$ cat config.mk
export PLATFORM = sky130hd
export DESIGN_NAME = rr_mux_merge
export DESIGN_NICKNAME = d
export VERILOG_FILES = /design/src/rtl/rr_mux_merge.sv
export SDC_FILE = /design/constraint.sdc
export NUM_CORES = 1
export LEC_CHECK = 0
export CORE_MARGIN = 2
export CORE_UTILIZATION = 37
export CTS_CLUSTER_DIAMETER = 150
export CTS_CLUSTER_SIZE = 8
export DETAILED_ROUTE_END_ITERATION = 10
export PLACE_DENSITY = 0.85
export SLEW_MARGIN = 20
export SYNTH_ARGS = -nofsm -noshare
export SYNTH_HDL_FRONTEND = slang
export SYNTH_SLANG_ARGS = --single-unit
$ cat constraint.sdc
create_clock -name clk -period 2.7 [get_ports clk]
set_clock_uncertainty 0.05 [all_clocks]
set_input_delay 0.405 -clock clk [delete_from_list [all_inputs] [get_ports clk]]
set_output_delay 0.405 -clock clk [all_outputs]
set_load 0.005 [all_outputs]
$ cat src/rtl/rr_mux_merge.sv
// Round-robin merge of N valid/ready channels into one registered output stream.
// out_sel tags each word with its source channel so a downstream demux can route it back.
module rr_mux_merge #(
    parameter int unsigned WIDTH = 16,
    parameter int unsigned N     = 4,
    parameter int unsigned SELW  = 2
) (
    input  logic               clk,
    input  logic               reset,
    input  logic [N-1:0]       in_valid,
    input  logic [N*WIDTH-1:0] in_data,
    output logic [N-1:0]       in_ready,
    output logic               out_valid,
    output logic [WIDTH-1:0]   out_data,
    output logic [SELW-1:0]    out_sel,
    input  logic               out_ready
);

    logic [SELW-1:0]  last_grant;
    logic             grant_vld;
    logic [SELW-1:0]  grant;
    logic [WIDTH-1:0] grant_data;
    logic             load_en;
    logic             take;
    int unsigned      idx;

    assign load_en = !out_valid || out_ready;

    // Search starts just after the last winner, so the most recently served channel goes last.
    always_comb begin
        grant_vld = 1'b0;
        grant     = '0;
        idx       = 0;
        for (int k = 1; k <= int'(N); k++) begin
            idx = (int'(last_grant) + k) % N;
            if (!grant_vld && in_valid[idx]) begin
                grant_vld = 1'b1;
                grant     = SELW'(idx);
            end
        end
    end

    always_comb begin
        grant_data = '0;
        for (int i = 0; i < int'(N); i++) begin
            if (grant == SELW'(i)) begin
                grant_data = in_data[i*WIDTH +: WIDTH];
            end
        end
    end

    // Reset suppresses handshakes so nothing is accepted in a reset cycle.
    assign take = load_en && grant_vld && !reset;

    always_comb begin
        in_ready = '0;
        if (take) begin
            in_ready[grant] = 1'b1;
        end
    end

    always_ff @(posedge clk) begin
        if (reset) begin
            out_valid  <= 1'b0;
            out_data   <= '0;
            out_sel    <= '0;
            last_grant <= SELW'(N - 1);
        end else if (take) begin
            out_valid  <= 1'b1;
            out_data   <= grant_data;
            out_sel    <= grant;
            last_grant <= grant;
        end else if (out_ready) begin
            out_valid  <= 1'b0;
        end
    end

endmodule
# --- Word-level counts from Yosys, hierarchy flattened ---
# Cells that the tools add are included.
totals:
  wordCells: 56
  output_inout_bits: 23
  ff_bits: 21
  in_bits: 71
classes:
  n_mux: 25
  n_lt_le_gt_ge: 6
  addsub: 4
  eq_ne: 3
  n_reduce_logical: 14
ops:
  columns: ["op", "n"]
  rows:
  - ["16-bit two-way mux", 4]
  - ["2-bit by 3-bit less-than comparator with 1-bit output, second input constant", 5]
  - ["1-bit two-way mux", 11]
  - ["1-bit binary-select mux with 2-bit select", 4]
  - ["2-bit two-way mux", 4]
  - ["1-bit logical AND", 6]
  - ["1-bit logical NOT", 5]
  - ["2-bit by 1-bit adder with 2-bit output, second input constant", 2]
  - ["2-bit adder, second input constant", 2]
  - ["2-bit equality test, second input constant", 2]
  - ["4-bit two-way mux", 1]
  - ["1-bit demux with 2-bit select", 1]
  - ["2-bit by 1-bit equality test with 1-bit output, second input constant", 1]
  - ["2-bit by 1-bit greater-or-equal comparator with 1-bit output, second input constant", 1]
  - ["2-bit logical NOT", 1]
  - ["2-bit nonzero test", 1]
  - ["1-bit logical OR", 1]

# --- Logic depth before layout (Yosys ltp) ---
logic_depth:
  depth_word: 18
  mapped_depth: 7
  depth_no_buf: 5

# --- Worst setup path before layout ---
# OpenSTA, ideal clock, no wires.
synth_path:
  path_type: "input port to output port"
  start: "input port in_valid[0]"
  end: "output port in_ready[2]"
  setup_slack_ps: 893
  n_path_buf: 1
  required_time_ps: 2245
  stages: 6
  t_arrival_ps: 1352
  cell_sequence: "o21ai_1 o21ai_1 a211o_1 buf_6 or2_1 nor2_1"
synth_between:
  elab_chain_len: 17
  elab_cells_between_ends: 30
  classes_between: "order compare: 2; mux: 19; reduce/logical: 9"
synth_lines:
  columns: ["item", "line", "rtl"]
  rows:
  - ["start, declared", "10", "input logic [N-1:0] in_valid,"]
  - ["1-bit binary-select mux with 2-bit select", "36", "if (!grant_vld && in_valid[idx]) begin"]
  - ["1-bit two-way mux (implied by the code)", "36", null]
  - ["1-bit two-way mux", "36", null]
  - ["1-bit logical NOT", "36", null]
  - ["1-bit logical AND", "36", null]
  - ["1-bit two-way mux", "36", null]
  - ["1-bit logical NOT", "36", null]
  - ["1-bit logical AND", "36", null]
  - ["1-bit two-way mux", "36", null]
  - ["1-bit logical NOT", "36", null]
  - ["1-bit logical AND", "36", null]
  - ["2-bit two-way mux", "36", null]
  - ["2-bit by 3-bit less-than comparator with 1-bit output (implied by the code) / 2-bit by 1-bit greater-or-equal comparator with 1-bit output (equally long branches)", "58", "in_ready[grant] = 1'b1;"]
  - ["1-bit logical AND (implied by the code)", "58", null]
  - ["1-bit two-way mux (implied by the code)", "58", null]
  - ["1-bit demux with 2-bit select", "58", null]
  - ["4-bit two-way mux (*)", "57", "if (take) begin"]
  - ["end, declared", "12", "output logic [N-1:0] in_ready,"]
# Every way passes the cells marked *; elsewhere a longest branch is shown, timed or not. The select of a mux whose other input is x is not followed.

# --- Final worst setup path ---
layout_path:
  start: "input port out_ready"
  end: "output port in_ready[2]"
layout_between:
  elab_chain_len: 4
layout_lines:
  columns: ["item", "line", "rtl"]
  rows:
  - ["start, declared", "16", "input logic out_ready"]
  - ["1-bit logical OR", "27", "assign load_en = !out_valid || out_ready;"]
  - ["1-bit logical AND (2 in a row)", "53", "assign take = load_en && grant_vld && !reset;"]
  - ["4-bit two-way mux", "57", null]
# No other way between the ends.

==> qor.csv <==
stage,metric,value,unit
sta,drv_slew,0,
worst_setup_path,reg2reg_from,last_grant[0],
worst_setup_path,critPathKind,in2out,
power_and_ir_drop,power,0.00104,W
clocking,cts_tree,yes,
sta,setup_viol,0,
global_route,antenna_found_initial,0,
power_and_ir_drop,peakVddDrop,0.000211,V
worst_hold_path,worstHoldStart,out_sel[1],
worst_setup_path,reg2reg_depth,7,
sta,period_share,96.5,%
route,firstDrtPassIters,4,
place,place_hpwl,3360,µm
power_and_ir_drop,powerDensity,449,nW/µm²
layout,drive_gt1_share,8.89,%
clocking,h-tree-depth,1,
place,preCtsSetupSlack,-0.118,ns
sta,timing.hold.ws,0.422,ns
synth,ys_warn_count,0,
clocking,clk_path_buf_depth,2,
route,wl_per_cell,15.5,µm
sta,worst_pin_slew,0.505,ns
place,place_area,2270,µm²
floorplan,rows,21,
sta,min_period,2.61,ns
route,post-route-drc-count,0,
clocking,cts_sinks,21,
worst_setup_path,cp_max_fo,3,
place,port-buffer-count,93,
route,antenna_left,0,
floorplan,die_h,63.4,µm
synth,synth_seq_area_share,32.2,%
floorplan,die_w,63.4,µm
global_route,first_global_vias,1474,
clocking,path_clk_slew,0.12,ns
floorplan,ioPinCount,94,
worst_hold_path,hold-path-endpoint,out_sel[1],
route,vias_per_cell,5.28,
floorplan,initial_utilization,38.8,%
synth,synth.distinct_cells,26,
route,via_count,1431,
route,routed_wl,4200,µm
synth,syn_area_per_cell,10.1,µm²
layout,mostFrequentLayoutCell,clkdlybuf4s50_1,
floorplan,core,3360,µm²
layout,area.growth.synth_to_final,76.8,%
worst_setup_path,r2r_slack,0.69,ns
floorplan,die_area,4010,µm²
worst_setup_path,critPathLaunch,out_ready,
sta,clock.fmax,384,MHz
worst_setup_path,crit_required,2.25,ns
sta,hold_viol_final,0,
sta,relSlewSlack,66.3,%
global_route,grt_max_degree,33,
sta,worst_slack,0.0942,ns
worst_setup_path,cp.arrival,2.15,ns
synth,ys_seq_elements,21,
synth,synth_area_leader_cell,dfxtp_1,
synth,yosys.area.top_type_share,32.2,%
worst_hold_path,hold_depth,2,
route,drt_iter0_drc,102,
sta,rsz0062_at_grt,false,
synth,ys_top_cells_by_area,"dfxtp_1, mux2i_1, o221ai_1",
worst_setup_path,reg2reg_to,out_data[3],
layout,n_antenna_cell,0,
place,place_congestion,0.848,
worst_setup_path,end_kind,output port,
clocking,cts_root_buffer,clkbuf_4,
clocking,clk_latency,0.31,ns
worst_setup_path,start_kind,input port,
worst_hold_path,min_path_type,reg2reg,
run_status,status,completed,
run,maxCapViolations,0,
synth,syn_nets,200,
power_and_ir_drop,p_leak,0.966,nW
layout,final_cell_mix,"clkdlybuf4s50_1, mux2i_1, dfxtp_1, nand3b_1, o221ai_1",
global_route,grt.overflow.total,0,
clocking,cts_buffers,3,
layout,nNetsFinal,297,
synth,netlist_area,1300,µm²
synth,synthCells,129,
global_route,gr-usage-all-layers,21.4,%
global_route,grt_pass1_wl,6760,µm
clocking,ctsHoldBuffers,0,
layout,finish.instance_area,2300,µm²
sta,setup_tns,0,ns
[timing repair]
item / 4_1_cts / 5_1_grt
resized for setup: 6 / 0
buffers inserted: 0 / 0
setup endpoints to repair: 4 / 0
[through the flow]
step	std cells	util, %
6_report	271	68.5
5_1_grt	271	68.5
4_1_cts	271	68.5
3_5_place_dp	267	67.6
3_3_place_gp	267	67.6
2_1_floorplan	129	-
[worst max-delay path, stage by stage]
cell,delay [ns]
clkdlybuf4s50_1,0.45
nor2b_1,0.07
or3_1,0.34
or2_1,0.28
nor2_1,0.10
clkdlybuf4s50_1,0.51
[synthesized netlist by cell type]
| master | count |
|---|---|
| buf_6 | 2 |
| nor3_1 | 1 |
| nand3b_1 | 16 |
| dfxtp_1 | 21 |
| and3_1 | 2 |
| nor4_2 | 1 |
| or3_1 | 1 |
| o221a_2 | 1 |
| buf_2 | 1 |
| o31a_1 | 1 |
| buf_4 | 3 |
| a21oi_1 | 3 |
| a211oi_1 | 2 |
| or2_1 | 1 |
| a211o_1 | 1 |
| buf_8 | 2 |
| o221ai_1 | 17 |
| nor2_1 | 5 |
| nor2b_1 | 3 |
| o21ai_1 | 2 |
| nor3_4 | 1 |
| mux2i_1 | 33 |
| clkbuf_1 | 2 |
| nand2_1 | 3 |
| inv_1 | 2 |
| nand2_2 | 2 |
[layer usage]
layer | vias to the layer above | global-route usage, % | share of wire (%)
met5 | - | 0 | 0
met4 | 0 | 8.15 | 1.9
met3 | 7 | 6.79 | 9.3
met2 | 66 | 37.4 | 52
met1 | 664 | 24.0 | 37
li1 | 694 | - | -
[report_power, final]
part	switching [W]	leakage, nW	internal, W
Clock	0.0000956	0.0150	0.0000578
Combinational	0.000183	0.776	0.000300
Sequential	0.0000344	0.175	0.000365
Total	0.000313	0.966	0.000722
[sequential cells by signal, summed over array words and instances (netlist names)]
signal / flops
out_sel: 2
out_data: 16
out_valid: 1
last_grant: 2
[layout make-up]
class / count / area (µm²)
Tap cell: 46 / 57.6
Multi-Input combinational cell: 96 / 800
Fill cell: 282 / 1060
Sequential cell: 21 / 420
Inverter: 2 / 7.51
Clock buffer: 4 / 26.3
Timing Repair Buffer: 102 / 993
[logic make-up (layout without fill, tap and decap cells)]
family                 Yosys count  count (layout)  share of synthesized area [%]
flip-flops                      21              21                           32.2
multiplexers                    33              33                           25.3
buffers and inverters           12             108                           7.29
AND/OR/NAND/NOR                 36              36                           18.4
AO/OA/AOI/OAI                   27              27                           16.7
[worst max-delay path by stage]
stage                  endpoint  slack [ns]  cells past startpoint
floorplan           in_ready[2]        0.89                      6
global placement    in_ready[2]       -0.02                      6
detailed placement  in_ready[1]       -0.12                      7
CTS                 in_ready[2]        0.08                      6
global route        in_ready[2]        0.01                      6
finish              in_ready[2]        0.09                      6
Note: power is estimated with default switching activity, not from simulation.
==> variant 1, RTL diff (config.mk and constraints unchanged) <==
`N`: 4 -> 5.
--- a/src/rtl/rr_mux_merge.sv
+++ b/src/rtl/rr_mux_merge.sv
@@ -2,7 +2,7 @@
 // out_sel tags each word with its source channel so a downstream demux can route it back.
 module rr_mux_merge #(
     parameter int unsigned WIDTH = 16,
-    parameter int unsigned N     = 4,
+    parameter int unsigned N     = 5,
     parameter int unsigned SELW  = 2
 ) (
     input  logic               clk,
Interface: changed (resized in_data, in_ready and in_valid); port bits go from 94 to 112. No check against the original RTL was run, so the function may have changed too.
==> variant 1 against the original RTL <==
The flow now finishes with violations (setup timing); core utilization grew 14 points; worst setup slack got worse by 0.70 ns; register-to-register slack got worse by 1.1 ns; combinational power increased to 5.7 times the old value; sequential cell count is 2 lower; clock power up 35%; largest cell class is now multi-input combinational cells; total power rose to 3.3 times the old value; critical endpoint unchanged; final area is 57% higher; maximum frequency is 21% lower; wire length rose by 100%; area after synthesis increased by 32%.
==> variant 1: results <==
timing:
  setup_tns_ns: -7.82
  maxSlewHeadroom: 0.617
  layout_setup_ws_ns: -0.606
  setup_viol: 22
placed_design:
  postPlaceCellArea_um2: 2970
  dp_hpwl_um: 4710
  gpl.final_weighted_congestion: 0.938
  dp.cells: 348
  io_buffers: 94
  pre_cts_ws_ns: -0.721
power_and_ir_drop:
  ir_drop_v: 0.000513
  intPower_mw: 2.08
  powerDensity_nw_per_um2: 949
  power_combinational_mw: 2.77
  clockPowerShare: 0.060
  p_leak_nw: 1.42
routing:
  drt_iter0_markers: 139
  vias: 2209
  viasPerCell: 5.89
  routed_wl_um: 8500
  first_pass_iters: 4
yosys:
  synth_warnings: 0
  synthesis.nets: 272
  synth_common_cells: "43 x mux2i_1, 19 x dfxtp_1, 17 x nand3_1"
  synth_cells: 178
  yosys-top-cells-area: "mux2i_1 25%, dfxtp_1 22%, o221ai_2 7.8%"
  ys_async_sr_fraction: 0
  synth_flop_cell: "dfxtp_1"
  ys_seq_area_frac: 0.220
  synth_cell_types: 48
worst_setup_path:
  cp_slowest_cell: "or3b_4"
  crit_fanout: 6
  timing.critical_path.max_delay_family: "simple AND/OR/NAND/NOR gates"
  max_stage_delay_ns: 0.41
  arrival_ns: 2.85
global_routing:
  grt_max_degree: 22
  grt_pass1_vias: 1977
  grt_pass1_wl_um: 9760
  grt_usage: 0.238
  antenna_found_initial: 0
clocking:
  ctsRootBufferMaster: "clkbuf_8"
  clk_path_buf_depth: 2
  clk_pin_slew_ns: 0.07
  htree_levels: 1
  insertion_delay_ns: 0.26
  numCtsBuffers: 3
min_path:
  hold_path_class: "register to register"
finish:
  layout-drive-gt1-share: 0.412
  n_antenna_cell: 0
  layout.nets: 418
  top_regs: "out_data (16), last_grant (2), out_valid (1)"
status:
  outcome: "complete, but fails checks"
  violations: "setup timing"
==> variant 1: changes by cell type after synthesis, sizes merged, moves of 4 or more <==
cell    unedited run  this run
ha                 0         6
mux2i             33        43
nand2              5         1
nand3              0        18
nand3b            16         2
o211ai             0         6
==> variant 1: timing repair <==
item | CTS | global route
endpoints found under the setup margin | 21 | 22
resized for setup | 39 | 63
gates cloned | 0 | 4
buffers inserted | 14 | 9
pin swaps | 13 | 14
==> variant 1: path summary, 6_finish.rpt <==
kind | from | to | slack [ns] | cells past startpoint
setup / recovery | last_grant[0] | in_ready[2] | -0.61 | 11
hold / removal | out_data[12] | out_data[12] | 0.44 | 2
hold reg to reg | out_data[12] | out_data[12] | 0.44 | 2
setup reg to reg | last_grant[0] | out_data[13] | -0.41 | 13
==> variant 1: kinds of logic (layout without fill, tap and decap cells) <==
logic type / count (synthesis) / after routing / share of synthesized area
flip-flops: 19 / 19 / 0.220
AO/OA/AOI/OAI: 40 / 40 / 0.215
AND/OR/NAND/NOR: 48 / 48 / 0.177
multiplexers: 44 / 44 / 0.258
adder cells (fa/ha/maj): 6 / 6 / 0.0435
other: 1 / 1 / 0.00217
XOR/XNOR: 1 / 1 / 0.00508
buffers and inverters: 19 / 164 / 0.0783
==> variant 1: routing by layer <==
layer / share of wire / up-vias / global-route usage
li1: - / 976 / -
met3: 0.064 / 36 / 0.0472
met5: 0 / - / 0
met4: 0.047 / 0 / 0.0524
met1: 0.37 / 1073 / 0.285
met2: 0.52 / 124 / 0.437
==> variant 1: layout make-up <==
cell class	instances	area (um^2)
timing repair buffer	155	1550
tap	52	65.1
inverter	5	23.8
multi-input combinational	140	1560
clock buffer	4	45.0
fill	220	786
sequential	19	385
==> variant 2, RTL diff (same settings) <==
Without the edit above. Reset style: asynchronous (`reset`), changed in one clocked block.
--- a/src/rtl/rr_mux_merge.sv
+++ b/src/rtl/rr_mux_merge.sv
@@ -59,7 +59,7 @@
         end
     end
 
-    always_ff @(posedge clk) begin
+    always_ff @(posedge clk or posedge reset) begin
         if (reset) begin
             out_valid  <= 1'b0;
             out_data   <= '0;
Function: differs if reset is asserted again (counterexample within 4 cycles, from zero or initial values and one cycle with reset high); with reset held inactive, the same outputs for 4 cycles.
==> variant 2 against the original RTL <==
Area after synthesis grew 19%; non-clock buffer count up 3; worst setup slack improved by 0.010 ns; clock power rose by 37%; cell count grew 7.4%; wire length is 11% higher; sequential cell count unchanged; final area increased by 13%; total power rose by 41%; critical path type unchanged; critical endpoint unchanged; highest routed layer unchanged.
==> variant 2: results <==
yosys:
  synth_compound_area_frac: 0.146
  synth_flop_cell: "dfrtp_1"
  yosys-top-cells-area: "dfrtp_1 31%, mux2_4 16%, mux2i_1 11%"
  ys_async_sr_fraction: 1.00
  synthMuxAreaShare: 0.265
  synth_cell_types: 29
routing:
  drt_iter0_markers: 94
  viasPerCell: 5.39
  routed_wl_um: 4680
placed_design:
  dp_hpwl_um: 3510
  gpl.final_weighted_congestion: 0.709
  postPlaceCellArea_um2: 2560
worst_setup_path:
  ff2ff_setup_slack_ns: 0.52
  r2r-end: "out_data[1]"
min_path:
  hold_path_end: "out_sel[1]"
  hp-start: "out_sel[1]"
global_routing:
  grt_pass1_wl_um: 7190
  grt_pass1_vias: 1598
  grt_usage: 0.202
finish:
  layout-drive-gt1-share: 0.166
clocking:
  insertion_delay_ns: 0.26
  clk_pin_slew_ns: 0.08
  cts_resized: 0
  ctsRootBufferMaster: "clkbuf_8"
status:
  outcome: "finished clean"
power_and_ir_drop:
  intPower_mw: 1.01
variant 2: cell count changes after synthesis, moves of 3 or more:
cell / delta
nand3_1: +32
a221o_1: +16
nand2_1: +4
dfrtp_1: +19
dfxtp_1: -21
mux2i_1: -16
nand3b_1: -15
buf_2: +7
o221ai_1: -17
buf_4: -3
mux2_4: +16
variant 2: cells by family after synthesis:
family / after synthesis
mux: 33
flops: 21
simple gates: 54
compound gates: 23
buf+inv: 15
variant 2: metrics by stage:
| step | setup WS, ns | total power, mW | std cells | hold WS [ns] | utilization |
|---|---|---|---|---|---|
| global route | 0.000854 | 1.55 | 291 | 0.463 | 0.653 |
| CTS | 0.0332 | 1.47 | 291 | 0.441 | 0.652 |
| floorplan | 0.698 | 0.881 | 146 | 0.330 | - |
| global placement | 0.0874 | 1.24 | 287 | 0.419 | 0.640 |
| detailed placement | 0.0523 | 1.26 | 287 | 0.422 | 0.640 |
| finish | 0.105 | 1.46 | 291 | 0.432 | 0.653 |
variant 2: how the worst max path moves through the flow:
stage                  endpoint  cells past startpoint
CTS                 in_ready[2]                      6
floorplan           out_data[0]                      6
detailed placement  in_ready[0]                      6
finish              in_ready[2]                      7
global route        in_ready[2]                      7
global placement    in_ready[0]                      6
variant 2: power by group through the flow:
stage	registers (mW)	clock network [mW]	logic [mW]
global route	0.492	0.232	0.830
CTS	0.479	0.216	0.779
finish	0.479	0.209	0.770
global placement	0.480	0	0.758
floorplan	0.480	0	0.400
detailed placement	0.485	0	0.772
variant 2: per-layer routing:
metal / part of all wire / track usage / vias up
li1: - / - / 747
met1: 0.39 / 0.241 / 757
met2: 0.53 / 0.371 / 61
met3: 0.068 / 0.0357 / 4
met4: 0.0077 / 0.0525 / 0
met5: 0 / 0 / -
variant 2: critical path, cell delays in order:
cell,delay [ns]
clkdlybuf4s50_1,0.51
buf_4,0.14
nor2_1,0.06
a31oi_4,0.21
nand2_1,0.15
nor2b_1,0.15
clkdlybuf4s50_1,0.52
variant 2: layout make-up:
| cell class | instances | area (um^2) | share of cell area |
|---|---|---|---|
| clock buffers | 4 | 45.0 | 0.0172 |
| inverters | 1 | 3.75 | 0.00144 |
| multi-input cells | 110 | 938 | 0.359 |
| repair buffers | 105 | 1040 | 0.396 |
| well taps | 50 | 62.6 | 0.0239 |
| flip-flops and latches | 21 | 528 | 0.202 |
